**src/rtl/hazard_controller_pkg.sv**
```systemverilog
// Shared core package for the hazard controller.
// Holds the FSM state encoding and the register-index width.
package hazard_controller_pkg;

    localparam int REG_W = 5;

    typedef enum logic {
        ST_RUN     = 1'b0,
        ST_MC_BUSY = 1'b1
    } state_t;

endpackage

```
**src/rtl/hazard_controller_if.sv**
```systemverilog
// Bundle between the core pipeline and the hazard controller.
// master = core side, slave = hazard controller.
interface hazard_controller_if #(
    parameter int CNT_W = 32
) ();
    import hazard_controller_pkg::*;

    logic [REG_W-1:0] i_rs1_d;
    logic [REG_W-1:0] i_rs2_d;
    logic             i_use_rs1_d;
    logic             i_use_rs2_d;
    logic [REG_W-1:0] i_rd_e;
    logic             i_mem_read_e;
    logic             i_branch_e;
    logic             i_mc_start_e;
    logic             i_mc_done;
    logic             i_dmem_wait;

    logic             o_stall_f;
    logic             o_stall_d;
    logic             o_stall_e;
    logic             o_stall_m;
    logic             o_flush_d;
    logic             o_flush_e;
    logic             o_flush_m;
    logic             o_flush_w;
    logic             o_mc_go;
    logic             o_mc_timeout;
    logic             o_busy;
    logic [CNT_W-1:0] o_stall_cnt;

    modport master (
        output i_rs1_d, i_rs2_d, i_use_rs1_d, i_use_rs2_d,
        output i_rd_e, i_mem_read_e, i_branch_e,
        output i_mc_start_e, i_mc_done, i_dmem_wait,
        input  o_stall_f, o_stall_d, o_stall_e, o_stall_m,
        input  o_flush_d, o_flush_e, o_flush_m, o_flush_w,
        input  o_mc_go, o_mc_timeout, o_busy, o_stall_cnt
    );

    modport slave (
        input  i_rs1_d, i_rs2_d, i_use_rs1_d, i_use_rs2_d,
        input  i_rd_e, i_mem_read_e, i_branch_e,
        input  i_mc_start_e, i_mc_done, i_dmem_wait,
        output o_stall_f, o_stall_d, o_stall_e, o_stall_m,
        output o_flush_d, o_flush_e, o_flush_m, o_flush_w,
        output o_mc_go, o_mc_timeout, o_busy, o_stall_cnt
    );

endinterface

```
**src/rtl/hazard_controller_load_use.sv**
```systemverilog
// Load-use comparator: a load in E writing a register that decode reads.
// x0 is never a real dependency.
module load_use_detect
    import hazard_controller_pkg::*;
(
    input  logic [REG_W-1:0] rs1_d,
    input  logic [REG_W-1:0] rs2_d,
    input  logic             use_rs1_d,
    input  logic             use_rs2_d,
    input  logic [REG_W-1:0] rd_e,
    input  logic             mem_read_e,
    output logic             hit
);

    logic rs1_hit;
    logic rs2_hit;

    assign rs1_hit = use_rs1_d && (rd_e == rs1_d);
    assign rs2_hit = use_rs2_d && (rd_e == rs2_d);
    assign hit     = mem_read_e && (rd_e != '0) && (rs1_hit || rs2_hit);

endmodule

```
**src/rtl/hazard_controller.sv**
```systemverilog
// Pipeline sequencer: per-stage stall/flush, coprocessor handshake
// with timeout, and a stall-cycle performance counter.
module hazard_controller
    import hazard_controller_pkg::*;
#(
    parameter int MC_TIMEOUT = 255,
    parameter int TO_W       = 8,
    parameter int CNT_W      = 32
) (
    input logic          i_clk,
    input logic          i_rst_n,
    hazard_controller_if.slave hz
);

    localparam logic [TO_W-1:0] TO_LIM = TO_W'(MC_TIMEOUT);

    state_t           state;
    state_t           state_nxt;
    logic [TO_W-1:0]  to_cnt;
    logic [TO_W-1:0]  to_cnt_nxt;
    logic             to_flag;
    logic             to_set;
    logic [CNT_W-1:0] stall_cnt;

    logic lu_hit;
    logic sf, sd, se, sm;
    logic fd, fe, fm, fw;
    logic go;

    load_use_detect u_lu (
        .rs1_d      (hz.i_rs1_d),
        .rs2_d      (hz.i_rs2_d),
        .use_rs1_d  (hz.i_use_rs1_d),
        .use_rs2_d  (hz.i_use_rs2_d),
        .rd_e       (hz.i_rd_e),
        .mem_read_e (hz.i_mem_read_e),
        .hit        (lu_hit)
    );

    // Priority: dmem_wait > MC_BUSY > branch > mc_start > load-use.
    always_comb begin
        sf = 1'b0; sd = 1'b0; se = 1'b0; sm = 1'b0;
        fd = 1'b0; fe = 1'b0; fm = 1'b0; fw = 1'b0;
        go         = 1'b0;
        to_set     = 1'b0;
        state_nxt  = state;
        to_cnt_nxt = to_cnt;
        if (!i_rst_n) begin
            state_nxt = ST_RUN;
        end else if (hz.i_dmem_wait) begin
            sf = 1'b1; sd = 1'b1; se = 1'b1; sm = 1'b1;
            fw = 1'b1;
        end else if (state == ST_MC_BUSY) begin
            if (hz.i_mc_done) begin
                state_nxt = ST_RUN;
            end else if (to_cnt == TO_LIM) begin
                to_set    = 1'b1;
                state_nxt = ST_RUN;
            end else begin
                sf = 1'b1; sd = 1'b1; se = 1'b1;
                fm = 1'b1;
                to_cnt_nxt = to_cnt + 1'b1;
            end
        end else if (hz.i_branch_e) begin
            fd = 1'b1; fe = 1'b1;
        end else if (hz.i_mc_start_e) begin
            go = 1'b1;
            sf = 1'b1; sd = 1'b1; se = 1'b1;
            fm = 1'b1;
            state_nxt  = ST_MC_BUSY;
            to_cnt_nxt = '0;
        end else if (lu_hit) begin
            sf = 1'b1; sd = 1'b1;
            fe = 1'b1;
        end
    end

    always_ff @(posedge i_clk) begin
        if (!i_rst_n) begin
            state     <= ST_RUN;
            to_cnt    <= '0;
            to_flag   <= 1'b0;
            stall_cnt <= '0;
        end else begin
            state     <= state_nxt;
            to_cnt    <= to_cnt_nxt;
            to_flag   <= to_flag | to_set;
            stall_cnt <= stall_cnt + CNT_W'(sf);
        end
    end

    assign hz.o_stall_f    = sf;
    assign hz.o_stall_d    = sd;
    assign hz.o_stall_e    = se;
    assign hz.o_stall_m    = sm;
    assign hz.o_flush_d    = fd;
    assign hz.o_flush_e    = fe;
    assign hz.o_flush_m    = fm;
    assign hz.o_flush_w    = fw;
    assign hz.o_mc_go      = go;
    assign hz.o_mc_timeout = to_flag;
    assign hz.o_busy       = (state == ST_MC_BUSY);
    assign hz.o_stall_cnt  = stall_cnt;

endmodule
```
**src/flat_wrapper.sv**
```systemverilog
// flat-port wrapper written by rule: the top's interface ports become plain ports
module hazard_controller_flat import hazard_controller_pkg::*;
#(
    parameter int MC_TIMEOUT = 255,
    parameter int TO_W       = 8,
    parameter int CNT_W      = 32
)
  (i_clk, i_rst_n, hz_i_rs1_d, hz_i_rs2_d, hz_i_use_rs1_d, hz_i_use_rs2_d, hz_i_rd_e, hz_i_mem_read_e, hz_i_branch_e, hz_i_mc_start_e, hz_i_mc_done, hz_i_dmem_wait, hz_o_stall_f, hz_o_stall_d, hz_o_stall_e, hz_o_stall_m, hz_o_flush_d, hz_o_flush_e, hz_o_flush_m, hz_o_flush_w, hz_o_mc_go, hz_o_mc_timeout, hz_o_busy, hz_o_stall_cnt);
  hazard_controller_if #(.CNT_W(CNT_W)) hz_i ();
  input logic i_clk;
  input logic i_rst_n;
  input wire logic [$bits(hz_i.i_rs1_d)-1:0] hz_i_rs1_d;
  input wire logic [$bits(hz_i.i_rs2_d)-1:0] hz_i_rs2_d;
  input wire logic [$bits(hz_i.i_use_rs1_d)-1:0] hz_i_use_rs1_d;
  input wire logic [$bits(hz_i.i_use_rs2_d)-1:0] hz_i_use_rs2_d;
  input wire logic [$bits(hz_i.i_rd_e)-1:0] hz_i_rd_e;
  input wire logic [$bits(hz_i.i_mem_read_e)-1:0] hz_i_mem_read_e;
  input wire logic [$bits(hz_i.i_branch_e)-1:0] hz_i_branch_e;
  input wire logic [$bits(hz_i.i_mc_start_e)-1:0] hz_i_mc_start_e;
  input wire logic [$bits(hz_i.i_mc_done)-1:0] hz_i_mc_done;
  input wire logic [$bits(hz_i.i_dmem_wait)-1:0] hz_i_dmem_wait;
  output wire logic [$bits(hz_i.o_stall_f)-1:0] hz_o_stall_f;
  output wire logic [$bits(hz_i.o_stall_d)-1:0] hz_o_stall_d;
  output wire logic [$bits(hz_i.o_stall_e)-1:0] hz_o_stall_e;
  output wire logic [$bits(hz_i.o_stall_m)-1:0] hz_o_stall_m;
  output wire logic [$bits(hz_i.o_flush_d)-1:0] hz_o_flush_d;
  output wire logic [$bits(hz_i.o_flush_e)-1:0] hz_o_flush_e;
  output wire logic [$bits(hz_i.o_flush_m)-1:0] hz_o_flush_m;
  output wire logic [$bits(hz_i.o_flush_w)-1:0] hz_o_flush_w;
  output wire logic [$bits(hz_i.o_mc_go)-1:0] hz_o_mc_go;
  output wire logic [$bits(hz_i.o_mc_timeout)-1:0] hz_o_mc_timeout;
  output wire logic [$bits(hz_i.o_busy)-1:0] hz_o_busy;
  output wire logic [$bits(hz_i.o_stall_cnt)-1:0] hz_o_stall_cnt;
  assign hz_i.i_rs1_d = hz_i_rs1_d;
  assign hz_i.i_rs2_d = hz_i_rs2_d;
  assign hz_i.i_use_rs1_d = hz_i_use_rs1_d;
  assign hz_i.i_use_rs2_d = hz_i_use_rs2_d;
  assign hz_i.i_rd_e = hz_i_rd_e;
  assign hz_i.i_mem_read_e = hz_i_mem_read_e;
  assign hz_i.i_branch_e = hz_i_branch_e;
  assign hz_i.i_mc_start_e = hz_i_mc_start_e;
  assign hz_i.i_mc_done = hz_i_mc_done;
  assign hz_i.i_dmem_wait = hz_i_dmem_wait;
  assign hz_o_stall_f = hz_i.o_stall_f;
  assign hz_o_stall_d = hz_i.o_stall_d;
  assign hz_o_stall_e = hz_i.o_stall_e;
  assign hz_o_stall_m = hz_i.o_stall_m;
  assign hz_o_flush_d = hz_i.o_flush_d;
  assign hz_o_flush_e = hz_i.o_flush_e;
  assign hz_o_flush_m = hz_i.o_flush_m;
  assign hz_o_flush_w = hz_i.o_flush_w;
  assign hz_o_mc_go = hz_i.o_mc_go;
  assign hz_o_mc_timeout = hz_i.o_mc_timeout;
  assign hz_o_busy = hz_i.o_busy;
  assign hz_o_stall_cnt = hz_i.o_stall_cnt;
  hazard_controller #(.MC_TIMEOUT(MC_TIMEOUT), .TO_W(TO_W), .CNT_W(CNT_W)) u_core (.i_clk(i_clk), .i_rst_n(i_rst_n), .hz(hz_i));
endmodule
```
**config.mk**
```make
export PLATFORM = sky130hd
export DESIGN_NAME = hazard_controller_flat
export DESIGN_NICKNAME = d
export VERILOG_FILES = /design/src/rtl/hazard_controller_pkg.sv /design/src/rtl/hazard_controller_if.sv /design/src/rtl/hazard_controller_load_use.sv /design/src/rtl/hazard_controller.sv /design/src/flat_wrapper.sv
export SDC_FILE = /design/constraint.sdc
export NUM_CORES = 1
export LEC_CHECK = 0
export ABC_CLOCK_PERIOD_IN_PS = 7800
export CAP_MARGIN = 30
export CORE_ASPECT_RATIO = 0.75
export CORE_MARGIN = 8
export CORE_UTILIZATION = 40
export DETAILED_ROUTE_END_ITERATION = 12
export PLACE_DENSITY = 0.67
export SLEW_MARGIN = 20
export SYNTH_ARGS = -nofsm -noshare
export SYNTH_HDL_FRONTEND = slang
export SYNTH_SLANG_ARGS = --single-unit
```
**constraint.sdc**
```tcl
create_clock -name i_clk -period 7.8 [get_ports i_clk]
set_clock_uncertainty 0.05 [all_clocks]
set_input_delay 1.17 -clock i_clk [delete_from_list [all_inputs] [get_ports i_clk]]
set_output_delay 1.17 -clock i_clk [all_outputs]
set_load 0.03 [all_outputs]
```
==> results of run 1 <==
per-stage QoR:
step | utilization [%] | instances | setup slack (ps) | hold WS, ps | total power, W
after floorplan | - | 273 | 3155 | 397.7 | 0.0002505
after global placement | 54.32 | 397 | 2620 | 413.7 | 0.0002744
after detailed placement | 54.32 | 397 | 2460 | 417.6 | 0.0002746
after CTS | 56.01 | 405 | 2682 | 428.7 | 0.0004179
after global routing | 56.61 | 407 | 2929 | 444.1 | 0.0004347
final | 56.61 | 407 | 3128 | 430.8 | 0.0004165
where the power goes:
| part | switching [W] | leakage [nW] | internal (W) |
|---|---|---|---|
| combinational | 0.0000271 | 0.576 | 0.0000262 |
| clock | 0.0000738 | 0.0482 | 0.0000715 |
| sequential | 0.00000213 | 0.339 | 0.000216 |
| total | 0.000103 | 0.963 | 0.000313 |
cell families (layout without fill, tap and decap cells):
family,after synthesis,after routing,synth area share (%)
AOI/OAI and AO/OA,60,60,16.59
and+or+nand+nor,121,121,30.97
buffers and inverters,24,83,4.591
muxes,2,2,0.8850
adders and majority gates,3,3,1.659
DFF,42,42,37.17
xor gates and xnor gates,21,21,8.131
final timing paths:
check                        start                         to  cells past startpoint
setup reg to reg  u_core.to_cnt[0]  u_core.hz.o_stall_cnt[28]                     10
setup / recovery           i_rst_n               hz_o_stall_f                      5
hold reg to reg   u_core.to_cnt[1]           u_core.to_cnt[1]                      2
hold / removal    u_core.to_cnt[1]           u_core.to_cnt[1]                      2
final cells by class:
cell class                 count  area share, %
clock inverter                 1         0.1634
sequential                    42          27.45
clock buffer                   7          2.819
tap                           75          3.064
multi-input combinational    207          43.01
inverter                       7         0.8578
timing repair buffer          68          22.63
routing by layer:
metal	share of wire [%]	vias up	track usage [%]
li1	-	1136	-
met4	0.63	0	4.317
met5	0	-	0
met2	44	49	22.83
met1	49	1015	20.61
met3	5.9	5	3.928
cells in the final DEF, fill, tap and decap left out, types with 2 or more instances in the layout:
cell type,synthesis,final
sky130_fd_sc_hd__clkdlybuf4s50_1,0,66
sky130_fd_sc_hd__dfxtp_1,42,42
sky130_fd_sc_hd__a21oi_1,26,26
sky130_fd_sc_hd__nand2_1,22,22
sky130_fd_sc_hd__or4_1,21,21
sky130_fd_sc_hd__nor2_1,20,20
sky130_fd_sc_hd__o31ai_1,16,16
sky130_fd_sc_hd__xnor2_1,12,12
sky130_fd_sc_hd__nand4_1,12,12
sky130_fd_sc_hd__nand3_1,10,10
sky130_fd_sc_hd__xor2_1,9,9
sky130_fd_sc_hd__inv_1,7,7
sky130_fd_sc_hd__o21ai_0,6,6
sky130_fd_sc_hd__clkbuf_8,0,6
sky130_fd_sc_hd__and2_1,5,5
sky130_fd_sc_hd__nand2b_1,4,4
sky130_fd_sc_hd__and4_1,4,4
sky130_fd_sc_hd__o22ai_1,3,3
sky130_fd_sc_hd__nor3_1,3,3
sky130_fd_sc_hd__nor4_1,3,3
sky130_fd_sc_hd__or3_1,3,3
sky130_fd_sc_hd__ha_1,3,3
sky130_fd_sc_hd__o21a_1,2,2
sky130_fd_sc_hd__nor3b_1,2,2
sky130_fd_sc_hd__nand4_2,2,2
sky130_fd_sc_hd__mux2i_1,2,2
sky130_fd_sc_hd__or2_2,2,2
critical path, cell delays in order:
cell	delay [ps]
sky130_fd_sc_hd__clkdlybuf4s50_1	790
sky130_fd_sc_hd__inv_1	280
sky130_fd_sc_hd__a31oi_1	290
sky130_fd_sc_hd__a41o_1	210
sky130_fd_sc_hd__clkdlybuf4s50_1	710
state kept, by name (all words and copies together), names as in the netlist:
name	flops
u_core.hz.o_mc_timeout	1
u_core.to_cnt	8
u_core.hz.o_busy	1
u_core.hz.o_stall_cnt	32
==> results.md, run 1 <==
- The maximum vdd ir drop is 0.00006744 V.
- The final antenna-violating net count is 0.
- Summing all flip-flop and latch instances after layout gives 840.8 sq um.
- The chip height is 81.13 um.
- The start-to-end type of the worst setup path is input port to primary output.
- The number of standard-cell rows in the floorplan is 23.
- The number of vias after detailed routing is 2205.
- The die covers 0.008342 sq mm.
- The starting utilization of the core area is 41.81%.
- Setup repair after global routing left no endpoint under its margin.
- The worst hold path belongs to the class flop to flop.
- The half-perimeter wire length after detailed placement is 4635 um.
- After the last flow step, the layout net total stands at 358.
- The number of setup violations in the final report is 0.
- Yosys instantiated no cell more often than sky130_fd_sc_hd__dfxtp_1.
- For this run, the total global-route usage over all layers was measured as 15.07%.
- Of all nets on the critical path, the largest fanout is 14.
- The final number of hold-violating endpoints is 0.
- The number of unique standard cell types used by synthesis is 43.
- The first global-routing pass estimated 10030 um of wire.
- The area growth from synthesis to layout is 35.40%.
- For the worst setup path, the data required time is 6580 ps.
- The pre-antenna-repair detailed-routing pass consisted of 4 iterations.
- For this run, the leading register cell type out of synthesis is sky130_fd_sc_hd__dfxtp_1.
- The arrival time reported for the critical path endpoint is 3450 ps.
- The area of all placed cells without fillers is 0.003063 sq mm.
- The slew at the pin closest to its max-slew limit is 612.6 ps.
- The clock tree root driver cell is sky130_fd_sc_hd__clkbuf_8.
- The number of buffers inserted for hold repair after clock tree synthesis is 0.
- The number of nets in the synthesized netlist is 300.
- The proportion of synthesized chip area in sequential cells is 37.17%.
- The total CTS buffers is 5.
- STA classifies the critical path endpoint as a primary output.
- Clock tree synthesis found a total of 42 sinks.
- The worst path uses 59.90% of the clock period.
- The initial antenna violation count is 0.
- For the finished layout, the period the worst path requires is 4672 ps.
- The commonest cells after synthesis are 42 x sky130_fd_sc_hd__dfxtp_1, 26 x sky130_fd_sc_hd__a21oi_1, 22 x sky130_fd_sc_hd__nand2_1.
- After detailed routing, the average wire length per cell comes to 15.20 um.
- The synthesized cell area is 0.002262 sq mm.
- The sum of negative setup slack is 0 ps.
- The top cell type by area accounts for 37.17% of the synthesized area.
- The number of cells produced by synthesis is 273.
- The power density relative to cell area is 136.0 mW/mm^2.
- STA classifies the critical path startpoint as an input port.
- The multi-input combinational cells in the finished layout cover a total of 0.001318 sq mm.
- The post-detailed-placement cell area is 0.002939 sq mm.
- The filler cells instantiated in the layout total 530.
- The count of boundary I/O pins is 67.
- In the synthesized netlist the async set-or-reset flop fraction comes to 0%.
- After global routing the overflow that remains totals 0.
- The largest net degree at the start of global routing is 32.
- In the final layout, the share of cells above drive strength 1 is 5.120%.
- The number of buffers inserted by post-CTS setup repair is 0.
- For this block, the routed nets add up to 6185 um of wire.
- TritonCTS built the clock tree.
- The worst slew slack as a fraction of its limit is 59.01%.
- The via count of the first global-routing pass was 2011.
- The flop-to-flop setup slack is 4180 ps.
- The count of input and output buffers is 66.
- For this run, design rule violations remaining after detail routing come to 0.
- Each instance of the synthesized netlist takes up on average 8.286 sq um.
- The number of max-capacitance violations reported is 0.
- The number of antenna diodes is 0.
- From left edge to right edge, the die measures 102.8 um.
- The CTS H-tree depth is 2.
- The congestion estimate from routability-driven global placement came to 0.8039.
- Counting flops with a built-in enable in the synthesized netlist gives 0.
- By area the synthesized netlist is led by sky130_fd_sc_hd__dfxtp_1 37%, sky130_fd_sc_hd__or4_1 7.0%, sky130_fd_sc_hd__a21oi_1 5.8%, sky130_fd_sc_hd__o31ai_1 5.3%, sky130_fd_sc_hd__xnor2_1 4.6%.
- The number of DRC violations after detailed-routing iteration 0 is 77.
- After clock tree synthesis, the clock-pin slew on the worst setup and hold paths is 80 ps.
- Based on the critical path, the design can be clocked at up to 214.0 MHz.
- For the worst-skew pair, the clock arrives at the later sink with an insertion delay of 290 ps.
- The synthesis warning total is 0.
- The library cell with the largest summed area after synthesis is sky130_fd_sc_hd__dfxtp_1.
- The flow ran to the end, and the final reports show no timing, DRC or antenna violations.
- Using the TritonRoute via totals, the vias-per-cell ratio works out to 5.418.
- The area of the core region is 0.005410 sq mm.
- The standby leakage power is 0.9632 nW.
- Counting along the longest clock path gives a buffer depth of 2.
- The count of final max-slew check failures is 0.
- After synthesis the netlist holds a flip-flop and latch count of 42.
- Post-CTS repair changed the size of 0 cells.
Note: power is estimated with default switching activity, not from simulation.
==> inputs of run 2 (changes only) <==
--- a/config.mk
+++ b/config.mk
@@ -5,7 +5,7 @@
 export SDC_FILE = /design/constraint.sdc
 export NUM_CORES = 1
 export LEC_CHECK = 0
-export ABC_CLOCK_PERIOD_IN_PS = 7800
+export ABC_CLOCK_PERIOD_IN_PS = 4470
 export CAP_MARGIN = 30
 export CORE_ASPECT_RATIO = 0.75
 export CORE_MARGIN = 8
==> constraint.sdc (replaced) <==
create_clock -name i_clk -period 4.47 [get_ports i_clk]
set_clock_uncertainty 0.05 [all_clocks]
set_input_delay 0.6705 -clock i_clk [delete_from_list [all_inputs] [get_ports i_clk]]
set_output_delay 0.6705 -clock i_clk [all_outputs]
set_load 0.03 [all_outputs]
==> results.md, run 2 (synthesis results as in run 1) <==
- Run status: complete, no violations (unchanged).
- The half-perimeter wire length after detailed placement is 4650 um (was 4635 um).
- The post-layout minimum cycle time is 3869 ps.
- The minimum hold slack was 430.6 ps (was 430.8 ps).
- The CTS H-tree depth is 2 (unchanged).
- The number of antenna diodes is 0 (unchanged).
- The total buffers and inverters traversed by the critical path was 1 (was 3).
- The deepest clock path buffer count is 2 (unchanged).
- The slew at the pin closest to its max-slew limit came to 624.5 ps (was 612.6 ps).
- The TritonCTS clock tree is yes (unchanged).
- The via count of the first global-routing pass is 2018 (was 2011).
- The standard cell with the maximum stage delay on the critical path is sky130_fd_sc_hd__or4_1 (was sky130_fd_sc_hd__clkdlybuf4s50_1).
- The most used routing layer in global routing is met2 (unchanged).
- The count of clock tree sinks was 42 (unchanged).
- The count of final max-slew check failures was 0 (unchanged).
- The total overflow reported by the global router came to 0 (unchanged).
- The biggest fanout along the worst timing path is 19 (was 14).
- The area occupied by registers is 840.8 sq um (unchanged).
- The number of iterations in the first detailed-routing pass is 4 (unchanged).
- The critical path capture point type is a flop (was primary output).
- The number of standard-cell rows in the floorplan is 23 (unchanged).
- Unrepaired setup endpoints after global routing: false (unchanged).
- The area enclosed by the die boundary is 0.008342 sq mm (unchanged).
- The type of origin of the critical path is an input port (unchanged).
- The footprint of the multi-input gates came to 0.001318 sq mm (unchanged).
- The met1 usage was 21.21% (was 20.61%).
- The total CTS buffers is 5 (unchanged).
- The standby leakage power is 0.9594 nW (was 0.9632 nW).
- The most common library cell in the layout ignoring fill and taps is sky130_fd_sc_hd__clkdlybuf4s50_1 (unchanged).
- The count of input and output buffers came to 66 (unchanged).
- The die width is 102.8 um (unchanged).
- The worst stage delay on the critical path was 770 ps (was 790 ps).
- The number of remaining DRC errors came to 0 (unchanged).
- The category of cells accounting for the largest share of critical-path delay was simple AND/OR/NAND/NOR gates (was buffers and inverters).
- The chip height is 81.13 um (unchanged).
- Top library cells by usage in the layout, fill and taps aside: 66 x sky130_fd_sc_hd__clkdlybuf4s50_1, 42 x sky130_fd_sc_hd__dfxtp_1, 26 x sky130_fd_sc_hd__a21oi_1 (unchanged).
- The ratio of final minimum period to clock period is 86.56%.
- The final antenna-violating net count is 0 (unchanged).
- The most prevalent standard cell on the critical path is sky130_fd_sc_hd__or4_1 (was sky130_fd_sc_hd__clkdlybuf4s50_1).
- The fraction of layout cells with a size suffix above 1 is 5.389% (was 5.120%).
- The clock tree root driver cell is sky130_fd_sc_hd__clkbuf_8 (unchanged).
- CP cell instances: clkdlybuf4s50_1 > or3b_2 > a31oi_1 > a41o_1 > ha_1 > nand4_2 > or4_1 > or4_1 > a21oi_1 (was clkdlybuf4s50_1 > inv_1 > a31oi_1 > a41o_1 > clkdlybuf4s50_1).
- The area of all placed cells without fillers was 0.003050 sq mm (was 0.003063 sq mm).
- The signed area change from the synthesized netlist to the final layout is 34.85% (was 35.40%).
- The arrival time reported for the critical path endpoint was 4040 ps (was 3450 ps).
- The starting utilization of the core area is 41.81% (unchanged).
- The area of the core region was 0.005410 sq mm (unchanged).
- The clock transition at the register clock pins on the worst setup and hold paths after CTS is 80 ps (about the same).
- The routed wirelength normalized by instance count is 15.15 um (was 15.20 um).
- The highest achievable clock rate is 258.4 MHz.
- The number of buffers inserted for hold repair after clock tree synthesis was 0 (unchanged).
- The final-stage net count was 361 (was 358).
- The number of setup violations in the final report is 0 (unchanged).
- The worst hold-check path type is flop to flop (unchanged).
- The sum of negative setup slack is 0 ps (unchanged).
- The final number of hold-violating endpoints is 0 (unchanged).
- The number of flip-flops in the largest register is 32 (unchanged).
- The post-detailed-placement cell area is 0.002969 sq mm (was 0.002939 sq mm).
- The initial antenna violation count is 0 (unchanged).
- The final weighted congestion in routability-driven placement came to 0.7919 (was 0.8039).
- The count of boundary I/O pins is 67 (unchanged).
- The number of max-capacitance violations reported is 0 (unchanged).
- The start-to-end type of the worst setup path is input port to flop (was input port to primary output).
- The global-route wire length before repair is 10120 um (was 10030 um).
- The largest net degree at the start of global routing was 31 (was 32).
- The worst slew slack as a fraction of its limit is 58.21% (was 59.01%).
- The number of cells upsized or downsized after cts is 0 (unchanged).
- The number of DRC violations after detailed-routing iteration 0 is 118 (was 77).
- The met2 routing resource usage after global routing was 22.25% (was 22.83%).
- The number of buffers inserted by post-CTS setup repair is 0 (unchanged).
- The number of vias after detailed routing is 2209 (was 2205).
- The global-route usage over all layers is 15.20% (was 15.07%).
- The number of fill cells in the layout came to 528 (was 530).
- The power density relative to cell area came to 230.5 mW/mm^2 (was 136.0 mW/mm^2).
- The routed wire length came to 6196 um (was 6185 um).
- The via density per instance is 5.401 (was 5.418).
- The clock latency reported for the late side of the worst-skew pair is 280 ps (was 290 ps).
- The maximum vdd ir drop is 0.0001151 V (was 0.00006744 V).
- The critical path data required time is 4640 ps (was 6580 ps).
- The met3 track demand over resource in global routing is 4.355% (was 3.928%).
-- run 2: cell count changes in the layout (fill, tap and decap cells not counted), sizes merged --
cell / delta
clkinv: -1
clkbuf: +1
buf: +2
-- run 2: routing by layer --
metal,wire length [um],vias up
met5,0,-
met4,57,0
met3,346,4
met2,2681,44
met1,3112,1027
li1,-,1134
-- run 2: final timing paths --
check	startpoint	to	slack (ps)	cells past startpoint
worst max-delay path	hz_i_mc_start_e	u_core.hz.o_stall_cnt[28]	600	9
worst min-delay path	u_core.to_cnt[1]	u_core.to_cnt[1]	430	2
worst min register to register	u_core.to_cnt[1]	u_core.to_cnt[1]	430	2
worst max register to register	u_core.hz.o_busy	u_core.hz.o_stall_cnt[28]	1060	8
-- run 2: final cells by class --
| class | count | area share (%) |
|---|---|---|
| sequential | 42 | 27.56 |
| tap | 75 | 3.076 |
| timing repair buffer | 71 | 22.81 |
| multi-input combinational | 207 | 43.19 |
| clock buffer | 7 | 2.502 |
| inverter | 7 | 0.8614 |
-- run 2: where the power goes --
part,internal (W),switching [W]
sequential,0.000376,0.00000358
combinational,0.0000456,0.0000471
clock,0.000108,0.000123
-- run 2: metrics by stage --
step | utilization [%] | total power (W) | setup slack [ps] | instances
after detailed placement | 54.88 | 0.0004818 | 330.7 | 401
after CTS | 56.29 | 0.0007101 | 622.3 | 408
final | 56.38 | 0.0007031 | 600.6 | 409
after floorplan | - | 0.0004371 | 324.3 | 273
after global placement | 54.88 | 0.0004813 | 396.1 | 401
after global routing | 56.38 | 0.0007307 | 366.9 | 409
-- run 2: worst register-to-register path, stage by stage (launching register included) --
cell and delay, ps:
sky130_fd_sc_hd__dfxtp_1 370, sky130_fd_sc_hd__or3b_2 570, sky130_fd_sc_hd__a31oi_1 290, sky130_fd_sc_hd__a41o_1 210, sky130_fd_sc_hd__ha_1 210, sky130_fd_sc_hd__nand4_2 130, sky130_fd_sc_hd__or4_1 770, sky130_fd_sc_hd__or4_1 600
sky130_fd_sc_hd__a21oi_1 140
